File: src/rtl/nes_joypad.sv
// NES controller responder: synchronizes and debounces raw buttons, applies turbo
// and opposing-direction filtering, and shifts the latched state out per read pulse.
module nes_joypad #(
  parameter int DEBOUNCE_CYCLES = 21477,
  parameter int TURBO_HALF      = 715909,
  parameter bit BLOCK_OPPOSING  = 1'b1
) (
  input  logic       clock,
  input  logic       reset,
  input  logic [7:0] btn_raw,
  input  logic [1:0] turbo_en,
  input  logic       ctlr_latch,
  input  logic       ctlr_pulse,
  output logic       ctlr_data,
  output logic [7:0] btn_state,
  output logic [3:0] shift_count
);

  localparam int CNT_W = $clog2(DEBOUNCE_CYCLES + 1);
  localparam int TRB_W = (TURBO_HALF > 1) ? $clog2(TURBO_HALF) : 1;
  localparam logic [CNT_W-1:0] CNT_LAST = CNT_W'(DEBOUNCE_CYCLES - 1);
  localparam logic [TRB_W-1:0] TRB_LAST = TRB_W'(TURBO_HALF - 1);

  logic [7:0]       sync1_r;
  logic [7:0]       sync_r;
  logic [7:0]       deb_r;
  logic [CNT_W-1:0] cnt_r [8];
  logic [7:0]       deb_nxt_s;
  logic [CNT_W-1:0] cnt_nxt_s [8];
  logic [TRB_W-1:0] tcnt_r;
  logic             phase_r;
  logic [7:0]       rep_s;
  logic [7:0]       shreg_r;
  logic [3:0]       count_r;
  logic             pulse_q_r;
  logic             pulse_fall_s;

  // Two-flop synchronizer for the asynchronous board buttons
  always_ff @(posedge clock) begin
    if (reset) begin
      sync1_r <= 8'h00;
      sync_r  <= 8'h00;
    end else begin
      sync1_r <= btn_raw;
      sync_r  <= sync1_r;
    end
  end

  // Per-bit debounce: accept a change only after it has differed for DEBOUNCE_CYCLES edges
  always_comb begin
    deb_nxt_s = deb_r;
    for (int i = 0; i < 8; i++) begin
      cnt_nxt_s[i] = cnt_r[i];
      if (sync_r[i] == deb_r[i]) begin
        cnt_nxt_s[i] = '0;
      end else if (cnt_r[i] == CNT_LAST) begin
        deb_nxt_s[i] = sync_r[i];
        cnt_nxt_s[i] = '0;
      end else begin
        cnt_nxt_s[i] = cnt_r[i] + 1'b1;
      end
    end
  end

  // Debounce state registers
  always_ff @(posedge clock) begin
    if (reset) begin
      deb_r <= 8'h00;
      for (int i = 0; i < 8; i++) cnt_r[i] <= '0;
    end else begin
      deb_r <= deb_nxt_s;
      for (int i = 0; i < 8; i++) cnt_r[i] <= cnt_nxt_s[i];
    end
  end

  // Free-running turbo timebase; phase flips every TURBO_HALF cycles
  always_ff @(posedge clock) begin
    if (reset) begin
      tcnt_r  <= '0;
      phase_r <= 1'b0;
    end else if (tcnt_r == TRB_LAST) begin
      tcnt_r  <= '0;
      phase_r <= ~phase_r;
    end else begin
      tcnt_r  <= tcnt_r + 1'b1;
      phase_r <= phase_r;
    end
  end

  // Reported buttons: turbo gating on A/B, opposing directions cancel each other
  always_comb begin
    rep_s    = deb_r;
    rep_s[0] = deb_r[0] & (turbo_en[0] ? phase_r : 1'b1);
    rep_s[1] = deb_r[1] & (turbo_en[1] ? phase_r : 1'b1);
    if (BLOCK_OPPOSING) begin
      if (deb_r[4] & deb_r[5]) rep_s[5:4] = 2'b00;
      else                     rep_s[5:4] = deb_r[5:4];
      if (deb_r[6] & deb_r[7]) rep_s[7:6] = 2'b00;
      else                     rep_s[7:6] = deb_r[7:6];
    end else begin
      rep_s[7:4] = deb_r[7:4];
    end
  end

  assign pulse_fall_s = pulse_q_r & ~ctlr_pulse;

  // Serial shifter: latch reloads every cycle it is high; shift on read-pulse falling edge
  always_ff @(posedge clock) begin
    if (reset) begin
      shreg_r   <= 8'h00;
      count_r   <= 4'd0;
      pulse_q_r <= 1'b0;
    end else begin
      pulse_q_r <= ctlr_pulse;
      if (ctlr_latch) begin
        shreg_r <= rep_s;
        count_r <= 4'd0;
      end else if (pulse_fall_s) begin
        shreg_r <= {1'b0, shreg_r[7:1]};
        count_r <= (count_r < 4'd8) ? count_r + 4'd1 : 4'd8;
      end else begin
        shreg_r <= shreg_r;
        count_r <= count_r;
      end
    end
  end

  // Past the eighth read the line sits at the pressed level, like an official pad
  assign ctlr_data   = (count_r < 4'd8) ? ~shreg_r[0] : 1'b0;
  assign btn_state   = rep_s;
  assign shift_count = count_r;

endmodule

File: config.mk
export PLATFORM = sky130hd
export DESIGN_NAME = nes_joypad
export DESIGN_NICKNAME = d
export VERILOG_FILES = /design/src/rtl/nes_joypad.sv
export SDC_FILE = /design/constraint.sdc
export NUM_CORES = 1
export LEC_CHECK = 0
export ABC_AREA = 1
export CORE_UTILIZATION = 40
export CTS_BUF_LIST = sky130_fd_sc_hd__clkbuf_8
export DETAILED_ROUTE_END_ITERATION = 7
export SLEW_MARGIN = 20
export SYNTH_ARGS = -nofsm -noshare
export SYNTH_HDL_FRONTEND = slang
export SYNTH_SLANG_ARGS = --single-unit
File: constraint.sdc
create_clock -name clock -period 1.55 [get_ports clock]
set_input_delay 0.31 -clock clock [delete_from_list [all_inputs] [get_ports clock]]
set_output_delay 0.31 -clock clock [all_outputs]
set_load 0.05 [all_outputs]
==> metrics.yaml, run 1 <==
pin_count: 27
grt_pass1_vias: 6796
synth_top_cell_by_area: "dfxtp_1"
endpoint_kind: "output pin"
grtUsageTotal: 0.167
seq_area_frac_synth: 0.422
slew_viol_final: 0
rsz0062_at_grt: "true"
die_x_um: 147
whs_ns: 0.390
port_buffers: 26
final_area_sq_um: 10200
synth_ff_type: "dfxtp_1"
die_h_um: 147
synth_area_per_cell_sq_um: 6.87
postRouteAntennaNets: 0
netlist_instances: 1230
htreeDepth: 4
rows: 52
cp.arrival_ns: 1.23
syn-num-nets: 1263
drive_above_1_share: 0.124
numCtsBuffers: 17
coreArea_sq_um: 20500
nets: 1356
clock.fmax_mhz: 651
fin_skew_ns: 0.0120
place.gp.congestion: 0.845
antenna_found_initial: 0
synth.ff_latch_count: 178
layout_worst_path_cycle_share: 0.991
cts-root-buf: "clkbuf_8"
ys_warn_count: 0
initialDrtViolationCount: 313
synth_area_sq_um: 8450
synthTopCellsByArea: "dfxtp_1, nand2_1, nor2_1, inv_1, nand3_1"
fillers: 2068
syn_to_final_growth_pct: 21.0
tightest_slew_ns: 0.423
pwr_density_cell_nw_per_um2: 850
cts_tree: "built"
relSlewSlack: 0.716
crit_path_start_kind: "register"
finalHoldViolations: 0
p_leak_nw: 3.73
clk_latency_ns: 0.47
drc: 0
clkSinkCount: 178
dr_total_vias: 7375
cp_max_fo: 2
avgViaCountPerCell: 4.59
synth.distinct_cells: 32
peakVddDrop_mv: 0.474
maxCapViolCount: 0
clockBufferDepth: 2
antennaDiodeCount: 0
hpwl_mm: 12.5
utilization: 0.499
start_util: 0.412
worstHoldPathType: "in2reg"
setup_violations: 0
synth_top_area_share: 0.422
place_area_sq_um: 9520
dr.pass1.iters: 5
status: "completed"
grt_max_degree: 21
grt_remaining_overflow: 0
synth_edf_count: 0
floorplan.die_area_sq_um: 21700
grt_pass1_wl_mm: 29.5
async_reset_ff_frac: 0
routed_wl_mm: 17.2
clk_pin_slew_ns: 0.09
required_ns: 1.24
wl_per_cell_um: 10.7
crit_type: "reg2out"
power_mw: 8.69
final.min_clock_period_ns: 1.54
-- final timing paths --
kind,startpoint,end,slack (ns),cells past startpoint
min reg2reg,sync1_r[3],sync_r[3],0.41,2
min,btn_raw[2],sync1_r[2],0.39,3
max,phase_r,btn_state[1],0.01,4
max reg2reg,tcnt_r[0],tcnt_r[18],0.12,7
-- state kept, by name, indices dropped and copies added (netlist names) --
name         cells
cnt_r          120
deb_r            8
phase_r          1
pulse_q_r        1
shift_count      4
shreg_r          8
sync1_r          8
sync_r           8
tcnt_r          20
-- per-layer routing --
| layer | wire [um] | GRT usage | vias up |
|---|---|---|---|
| li1 | - | - | 3990 |
| met1 | 8370 | 0.204 | 3303 |
| met2 | 8060 | 0.284 | 63 |
| met3 | 523 | 0.0416 | 19 |
| met4 | 257 | 0.0577 | 0 |
| met5 | 0 | 0 | - |
-- cell families after synthesis --
group	synth area share
AND/OR/NAND/NOR	0.340
buffers and inverters	0.0988
flip-flops	0.422
AO/OA/AOI/OAI	0.0566
XOR/XNOR	0.0549
adder cells (fa/ha/maj)	0.0281
-- cell usage in the layout, fill, tap and decap left out, drive strengths merged, types with 3 or more instances in the layout --
cell           instances
bufinv                 5
nand4                 29
inv                  195
a21oi                 63
nor2                 245
a31oi                  4
or2                    9
nand3                 79
clkdlybuf4s50         13
nor3b                  3
nor3                  28
clkbuf                19
dfxtp                178
xor2                  41
o21ai                 23
ha                    19
nand2                280
nand3b                 4
xnor2                 12
buf                   78
and2                   3
-- metrics by stage --
stage / worst slack [ns] / TNS (ns) / instances
after floorplan: 0.0175 / 0 / 1230
after global placement: -0.144 / -7.06 / 1565
after detailed placement: -0.151 / -7.71 / 1565
after CTS: -0.0993 / -0.305 / 1599
after global routing: -0.0807 / -0.248 / 1606
final: 0.0137 / 0 / 1606
-- what timing repair did --
action | in CTS | in global routing
endpoints found under the setup margin | 37 | 56
resized for setup | 16 | 32
hold buffers | 0 | 0
pin swaps | 1 | 7
buffers inserted | 2 | 7
-- critical path, cell delays in order, from the launching register on --
cell,delay [ns]
dfxtp_2,0.34
inv_2,0.05
a21oi_2,0.11
buf_4,0.14
buf_12,0.13
-- final cells by class --
cell class / instances / area, sq um / share of cell area
inverter: 190 / 721 / 0.0705
sequential: 178 / 3580 / 0.350
timing repair buffer: 91 / 945 / 0.0924
clock inverter: 13 / 218 / 0.0213
multi-input combinational: 845 / 4170 / 0.407
clock buffer: 19 / 262 / 0.0256
tap: 270 / 338 / 0.0330
-- synthesized netlist by cell type, types with 2 or more instances --
cell type  number
nand2_1       278
and2_1          3
nor2_2         10
nand4_1        29
o21ai_2         2
a21oi_1        63
xor2_1         41
nor2_4          2
nor3_1         28
clkbuf_1        3
nand2_2         2
or2_2           8
nor2_1        233
nor3b_1         3
ha_1           19
inv_1         189
xnor2_1        12
nand3b_1        4
buf_6           3
a31oi_1         4
o21ai_0        21
dfxtp_1       178
buf_2           2
nand3_1        78
buf_4           8
-- power by group --
part / leakage (nW) / total [mW] / internal [mW] / switching [mW]
logic: 2.05 / 0.249 / 0.117 / 0.132
registers: 1.44 / 4.62 / 4.60 / 0.0196
clock network: 0.240 / 3.82 / 2.04 / 1.79
total: 3.73 / 8.69 / 6.75 / 1.94
No activity file was read; power rests on OpenSTA's default activity.
==> run 2, diff against run 1 <==
CORE_UTILIZATION = 64   (was 40)
PLACE_DENSITY = 0.83   (was not set)
==> metrics.yaml, run 2 (synthesized netlist as in run 1, its figures left out) <==
crit_path_start_kind: "register"  # unchanged
fin_skew_ns: 0.0104  # was 0.0120 ns
syn_to_final_growth_pct: 17.3  # was 21.0%
postRouteAntennaNets: 0  # unchanged
pin_count: 27  # unchanged
endpoint_kind: "output pin"  # unchanged
drc: 0  # unchanged
grt_pass1_vias: 6874  # was 6796
tightest_slew_ns: 0.426  # was 0.423 ns
status: "completed"  # unchanged
clock.fmax_mhz: 647  # was 651 MHz
power_mw: 7.95  # was 8.69 mW
place.gp.congestion: 0.840  # was 0.845
die_x_um: 117  # was 147 um
grt_pass1_wl_mm: 28.7  # was 29.5 mm
pwr_density_cell_nw_per_um2: 802  # was 850 nW/um^2
slew_viol_final: 0  # unchanged
required_ns: 1.24  # about the same
routed_wl_mm: 17.0  # was 17.2 mm
cts_tree: "built"  # unchanged
maxCapViolCount: 0  # unchanged
port_buffers: 26  # unchanged
clk_latency_ns: 0.46  # was 0.47 ns
drive_above_1_share: 0.119  # was 0.124
wl_per_cell_um: 11.3  # was 10.7 um
grt_remaining_overflow: 0  # unchanged
antenna_found_initial: 0  # unchanged
critPathBufInv: 3  # unchanged
layout_common_cells: "nand2_1, nor2_1, inv_1, dfxtp_1, nand3_1"  # unchanged
path_cells: "inv_2, a21oi_2, buf_4, buf_12"  # unchanged
worstHoldPathType: "in2reg"  # unchanged
clockBufferDepth: 2  # unchanged
final_common_cell: "nand2_1"  # unchanged
worst_path_largest_cell_delay_ns: 0.34  # about the same
start_util: 0.664  # was 0.412
fillers: 950  # was 2068
crit_type: "reg2out"  # unchanged
relSlewSlack: 0.714  # was 0.716
clkSinkCount: 178  # unchanged
largest_reg_flops: 120  # unchanged
setup_violations: 0  # unchanged
grtUsageTotal: 0.265  # was 0.167
rows: 41  # was 52
coreArea_sq_um: 12700  # was 20500 sq um
floorplan.die_area_sq_um: 13700  # was 21700 sq um
peakVddDrop_mv: 0.697  # was 0.474 mV
rsz0062_at_grt: "true"  # unchanged
p_leak_nw: 3.61  # was 3.73 nW
nets: 1344  # was 1356
cp_slowest_cell: "dfxtp_2"  # unchanged
top_regs: "cnt_r (120), tcnt_r (20)"  # unchanged
dr.pass1.iters: 5  # unchanged
cp_max_fo: 2  # unchanged
finalHoldViolations: 0  # unchanged
fin_tns_setup_ns: 0  # unchanged
antennaDiodeCount: 0  # unchanged
dr_total_vias: 7514  # was 7375
ctsHoldBuffers: 0  # unchanged
final.min_clock_period_ns: 1.55  # was 1.54 ns
cts-root-buf: "clkbuf_8"  # unchanged
layout_worst_path_cycle_share: 0.998  # was 0.991
crit_family: "flip-flops"  # unchanged
clk_pin_slew_ns: 0.08  # was 0.09 ns
initialDrtViolationCount: 536  # was 313
numCtsBuffers: 17  # unchanged
hpwl_mm: 12.1  # was 12.5 mm
grt_max_degree: 17  # was 21
cp.arrival_ns: 1.24  # was 1.23 ns
die_h_um: 117  # was 147 um
htreeDepth: 4  # unchanged
avgViaCountPerCell: 5.02  # was 4.59
top_register: "cnt_r"  # unchanged
## run 2: changes by cell type in the layout (fill, tap and decap cells not counted), sizes merged
cell,delta
inv,-5
clkbuf,+2
clkinv,+4
bufinv,-4
buf,-12
clkinvlp,+3
## run 2: cell type report
| cell class | count | area, sq um | share of cell area |
|---|---|---|---|
| clock inverters | 11 | 105 | 0.0106 |
| repair buffers | 79 | 830 | 0.0837 |
| inverters | 190 | 721 | 0.0727 |
| well taps | 172 | 215 | 0.0217 |
| multi-input cells | 845 | 4170 | 0.421 |
| clock buffers | 21 | 289 | 0.0292 |
| flip-flops and latches | 178 | 3580 | 0.361 |
## run 2: metrics by stage
step	hold WS, ns	worst slack [ns]	std cells	instance area [sq um]	utilization
CTS	0.340	-0.0316	1490	9780	0.769
global placement	0.390	-0.102	1453	9280	0.729
global route	0.363	-0.0847	1496	9910	0.779
floorplan	0.388	0.0175	1230	8450	-
finish	0.361	0.00373	1496	9910	0.779
detailed placement	0.396	-0.160	1453	9280	0.729
## run 2: power by group
group	internal, mW	leakage (nW)	switching, mW
Combinational	0.109	1.98	0.127
Clock	1.44	0.190	1.65
Sequential	4.60	1.44	0.0209
## run 2: worst paths after layout
kind                from      endpoint  slack (ns)  cells past startpoint
min           btn_raw[5]    sync1_r[5]        0.36                      3
max              phase_r  btn_state[0]       0.004                      4
max reg2reg  cnt_r[0][0]   cnt_r[0][2]        0.11                     10
min reg2reg   sync1_r[4]     sync_r[4]        0.40                      2
## run 2: per-layer routing
metal / vias to the layer above / global-route usage / wire length, um
met5: - / 0 / 0
met2: 108 / 0.478 / 8340
met1: 3416 / 0.310 / 7850
met3: 21 / 0.0577 / 538
met4: 0 / 0.0911 / 246
li1: 3969 / - / -
## run 2: worst min-delay path, delay by kind of cell
family | cells | cell delay, ns
AND/OR/NAND/NOR | 1 | 0.03
buffers and inverters | 2 | 0.44
## run 2: repair_timing
action,4_1_cts,5_1_grt
gates resized for setup,26,25
pin swaps,3,8
endpoints found under the setup margin,24,60
buffers inserted,5,6
